**src/rtl/uart_rx_fifo.sv**
```systemverilog
// uart_rx_fifo: receive-side FIFO behind a UART receiver, first-word-fall-through read port
//
// Ports:
//   clk, rst             clock, asynchronous active-high reset
//   rx_data, rx_done     byte and byte-complete flag from the receiver; one push per rx_done rising edge
//   rd_data, rd_valid    head-of-FIFO byte and non-empty flag (FWFT)
//   rd_ready             consumer accepts rd_data this cycle
//   count, full, empty   occupancy 0..DEPTH and its derived flags
//   overflow, ovf_clr    sticky drop flag and its synchronous clear
//   ovf_count            saturating drop counter, present only when UART_RX_FIFO_OVF_CNT_EN is defined
module uart_rx_fifo #(
   parameter  int DATA_W = 8,
   parameter  int DEPTH  = 16,
   localparam int ADDR_W = $clog2(DEPTH)
) (
   input  logic              clk,
   input  logic              rst,
   input  logic [DATA_W-1:0] rx_data,
   input  logic              rx_done,
   output logic [DATA_W-1:0] rd_data,
   output logic              rd_valid,
   input  logic              rd_ready,
   output logic [ADDR_W:0]   count,
   output logic              full,
   output logic              empty,
   output logic              overflow,
   input  logic              ovf_clr
`ifdef UART_RX_FIFO_OVF_CNT_EN
   ,output logic [7:0]       ovf_count
`endif
);
   localparam logic [ADDR_W:0] FULL_CNT = (ADDR_W+1)'(DEPTH);
   logic [DATA_W-1:0] mem_q [DEPTH];
   logic [ADDR_W-1:0] wr_ptr_q, wr_ptr_d, rd_ptr_q, rd_ptr_d;
   logic [ADDR_W:0]   count_q, count_d;
   logic              rx_done_q, overflow_q, overflow_d;
   logic              push_req, pop, push, drop;
   assign full     = count_q == FULL_CNT;
   assign empty    = count_q == '0;
   assign rd_valid = ~empty;
   assign count    = count_q;
   assign overflow = overflow_q;
   assign rd_data  = mem_q[rd_ptr_q];
   // A pop frees the head slot in the same cycle, so a push into a full FIFO is accepted when paired with a pop
   always_comb begin
      push_req   = rx_done & ~rx_done_q;
      pop        = rd_valid & rd_ready;
      push       = push_req & (~full | pop);
      drop       = push_req & full & ~pop;
      wr_ptr_d   = push ? wr_ptr_q + ADDR_W'(1) : wr_ptr_q;
      rd_ptr_d   = pop ? rd_ptr_q + ADDR_W'(1) : rd_ptr_q;
      count_d    = (push & ~pop) ? count_q + (ADDR_W+1)'(1) :
                   (pop & ~push) ? count_q - (ADDR_W+1)'(1) : count_q;
      overflow_d = drop | (overflow_q & ~ovf_clr);
   end
   // rx_done_q resets high so a level already asserted at reset release is not taken as an edge
   always_ff @(posedge clk or posedge rst) begin
      if (rst) begin
         wr_ptr_q   <= '0;
         rd_ptr_q   <= '0;
         count_q    <= '0;
         rx_done_q  <= 1'b1;
         overflow_q <= 1'b0;
      end else begin
         wr_ptr_q   <= wr_ptr_d;
         rd_ptr_q   <= rd_ptr_d;
         count_q    <= count_d;
         rx_done_q  <= rx_done;
         overflow_q <= overflow_d;
      end
   end
   always_ff @(posedge clk) begin
      if (push) mem_q[wr_ptr_q] <= rx_data;
   end
`ifdef UART_RX_FIFO_OVF_CNT_EN
   logic [7:0] ovf_cnt_q, ovf_cnt_d;
   // A drop coinciding with a clear leaves the counter at one
   always_comb begin
      ovf_cnt_d = ovf_clr ? {7'd0, drop} :
                  (drop && ovf_cnt_q != 8'hFF) ? ovf_cnt_q + 8'd1 : ovf_cnt_q;
   end
   always_ff @(posedge clk or posedge rst) begin
      if (rst) ovf_cnt_q <= '0;
      else     ovf_cnt_q <= ovf_cnt_d;
   end
   assign ovf_count = ovf_cnt_q;
`endif
endmodule
```
**config.mk**
```make
export PLATFORM = sky130hd
export DESIGN_NAME = uart_rx_fifo
export DESIGN_NICKNAME = d
export VERILOG_FILES = /design/src/rtl/uart_rx_fifo.sv
export SDC_FILE = /design/constraint.sdc
export NUM_CORES = 1
export LEC_CHECK = 0
export CORE_MARGIN = 2
export CORE_UTILIZATION = 55
export DETAILED_ROUTE_END_ITERATION = 8
export HOLD_SLACK_MARGIN = 0.08
export PLACE_DENSITY_LB_ADDON = 0.12
export SLEW_MARGIN = 20
export SYNTH_ARGS = -nofsm -noshare
export SYNTH_HDL_FRONTEND = slang
export SYNTH_SLANG_ARGS = --single-unit
```
**constraint.sdc**
```tcl
create_clock -name clk -period 5.57 [get_ports clk]
set_clock_uncertainty 0.2 [all_clocks]
set_input_delay 0.8355 -clock clk [delete_from_list [all_inputs] [get_ports clk]]
set_output_delay 0.8355 -clock clk [all_outputs]
set_load 0.02 [all_outputs]
```
==> results.py <==
metrics = {
    "status": {
        "status": "finished, final reports clean",
    },
    "cells_and_area": {
        "final_util_pct": 65.7,
        "nets": 385,
        "antenna_cells": 0,
        "drive_gt1_share_pct": 19.5,
        "final_area_mm2": 0.00684,
        "area_delta_synth_final_pct": 15.4,
    },
    "cts": {
        "cts_buffers": 17,
        "clock_path_buffers": 2,
        "path_clk_slew_ps": 60,
        "cts_root_buf": "clkbuf_8",
        "cts_sinks": 143,
        "cts_tree": "built",
        "ctsHoldBuffers": 0,
        "post-cts-setup-buffers": 0,
        "ctsResizeCount": 0,
        "clk_latency_ps": 520,
        "h-tree-depth": 4,
    },
    "timing": {
        "worst_slew_pin_slew_ps": 1100,
        "setup_viol": 0,
        "tns_ps": 0,
        "timing.fmax_mhz": 233,
        "hold_viol": 0,
        "finalCritPeriodShare_pct": 77.1,
        "fin_crit_ps": 4300,
        "setup_slack_ps": 1270,
        "final_max_slew_viol_count": 0,
        "maxSlewHeadroom_pct": 26.3,
        "timing.hold.ws_ps": 339,
        "rsz0062_at_grt": "no",
    },
    "synth": {
        "synth_enable_flop_cells": 128,
        "synth_top_area_cell": "edfxtp_1",
        "synth.most_common_cell": "edfxtp_1",
        "syn_area_per_cell_um2": 18.1,
        "ys_async_sr_fraction_pct": 10.5,
        "synth_area_mm2": 0.00593,
        "syn_inst": 327,
        "ys.flop_type": "edfxtp_1",
        "syn_nets": 350,
        "ys_seq_area_share_pct": 71.2,
        "synth_top_cell_area_share_pct": 64.9,
        "synth.distinct_cells": 39,
        "synth_warnings": 0,
        "synthTopCellsByCount": "edfxtp_1, mux2i_1, mux4_2, nand2_1",
        "synth_area_leaders": "edfxtp_1, mux4_2, dfrtp_1",
        "synth_seq_cells": 143,
    },
    "min_path": {
        "hold_class": "flop to flop",
        "hold-path-cell-count": 2,
        "hold_end": "overflow$_DFF_PP0_",
        "worstHoldStart": "overflow$_DFF_PP0_",
    },
    "route": {
        "drtIter0Drc": 314,
        "drc_errors": 0,
        "antenna_left": 0,
        "routed_via_density": 5.85,
        "postRouteWirelength_mm": 11.7,
        "dr_total_vias": 2991,
        "first_pass_iters": 4,
        "wire_per_inst_um": 22.9,
    },
    "die": {
        "die_x_um": 108,
        "rows": 37,
        "core_mm2": 0.0104,
        "die-area_mm2": 0.0116,
        "boundaryPins": 30,
        "die_y_um": 108,
        "start_util_pct": 56.9,
    },
    "job": {
        "max-cap-violations": 0,
    },
    "placed_design": {
        "io_buffers": 29,
        "dp_hpwl_mm": 7.09,
        "place.gp.congestion": 0.780,
        "dp_slack_ps": 1760,
        "placedInstanceArea_mm2": 0.00629,
    },
    "worst_setup_path": {
        "slowest_stage": "dfrtp_2",
        "critPathCaptureType": "output pin",
        "critPathKind": "flop to output pin",
        "worstSetupStartpointType": "flop",
        "rr_worst_depth": 10,
        "required_ps": 4530,
        "path_cells": "buf_4 > mux4_2 > a22oi_1 > nand2_1 > clkdlybuf4s50_1",
        "regToRegSetupSlack_ps": 2680,
        "worstReg2RegEnd": "count[4]$_DFFE_PP0P_",
        "cpPeakStageDelay_ps": 900,
        "crit_arrival_ps": 3260,
        "rr_startpoint": "count[0]$_DFFE_PP0P_",
        "crit_buf_inv": 2,
        "critical_path.top_delay_family": "buffers and inverters",
        "critPathMaxFanout": 27,
    },
    "pwr": {
        "p_leak_nw": 2.35,
        "peakVddDrop_mv": 0.271,
        "powerDensity_mw_per_mm2": 526,
    },
    "global_route": {
        "grt_pass1_wl_mm": 17.8,
        "grt_max_degree": 28,
        "gr-usage-all-layers_pct": 21.9,
        "grt_pass1_vias": 2953,
        "antenna_found_initial": 0,
        "gr-total-overflow": 0,
    },
}
cells in the final DEF, fill, tap and decap left out, types with 8 or more instances in the layout:
| cell | netlist | routed |
|---|---|---|
| ha_1 | 9 | 9 |
| mux4_2 | 16 | 16 |
| nor2_1 | 14 | 14 |
| o21ai_0 | 9 | 9 |
| clkdlybuf4s50_1 | 0 | 29 |
| a22oi_1 | 8 | 8 |
| edfxtp_1 | 128 | 128 |
| a221oi_2 | 9 | 9 |
| xnor2_1 | 9 | 9 |
| mux2i_1 | 33 | 33 |
| nand2_1 | 16 | 16 |
| clkbuf_16 | 0 | 16 |
| dfrtp_1 | 14 | 13 |
layout make-up:
cell class,instances,area (um^2)
Clock buffer,18,418
Clock inverter,14,133
Fill cell,721,3580
Inverter,8,30.0
Multi-Input combinational cell,159,1550
Sequential cell,143,4220
Tap cell,136,170
Timing Repair Buffer,33,320
cells by family after synthesis:
| kind of cell | share of synthesized area [%] |
|---|---|
| simple gates | 3.88 |
| compound gates | 6.14 |
| buf+inv | 3.02 |
| mux | 12.0 |
| flops | 71.2 |
| xor+xnor | 1.48 |
| fa+ha+maj | 2.24 |
how the worst max path moves through the flow:
stage,cells after the start,endpoint,from
final,5,rd_data[7],rd_ptr_q[0]$_DFFE_PP0N_
after global routing,6,rd_data[5],rd_ptr_q[0]$_DFFE_PP0N_
after CTS,6,rd_data[5],rd_ptr_q[0]$_DFFE_PP0N_
after detailed placement,6,rd_data[5],rd_ptr_q[0]$_DFFE_PP0N_
after global placement,5,rd_data[7],rd_ptr_q[0]$_DFFE_PP0N_
after floorplan,10,count[4]$_DFFE_PP0P_,count[0]$_DFFE_PP0P_
worst min-delay path, cell delays in order (launching register included):
cell     delay [ps]
dfrtp_1         380
inv_1            50
o22ai_1          70
where the power goes:
group          internal, W  total, W  switching (W)
Sequential         0.00127   0.00143       0.000160
Combinational     0.000537   0.00113       0.000593
Clock             0.000598   0.00104       0.000443
per-stage QoR:
| stage | std cells | power (W) |
|---|---|---|
| after detailed placement | 479 | 0.00259 |
| after floorplan | 327 | 0.00226 |
| after CTS | 511 | 0.00362 |
| final | 511 | 0.00360 |
| after global placement | 479 | 0.00257 |
| after global routing | 511 | 0.00376 |
routing by layer:
| layer | vias up | track usage, % | share of wire (%) |
|---|---|---|---|
| met5 | - | 0 | 0 |
| met4 | 0 | 7.60 | 1.2 |
| met1 | 1500 | 30.4 | 41 |
| li1 | 1371 | - | - |
| met3 | 18 | 4.42 | 6.5 |
| met2 | 102 | 35.1 | 51 |
registers in the layout, indices dropped and copies added (netlist names):
register   count
overflow       1
rx_done_q      1
rd_ptr_q       4
count          5
mem_q        128
wr_ptr_q       4
Power figures use the tool's default switching activity.
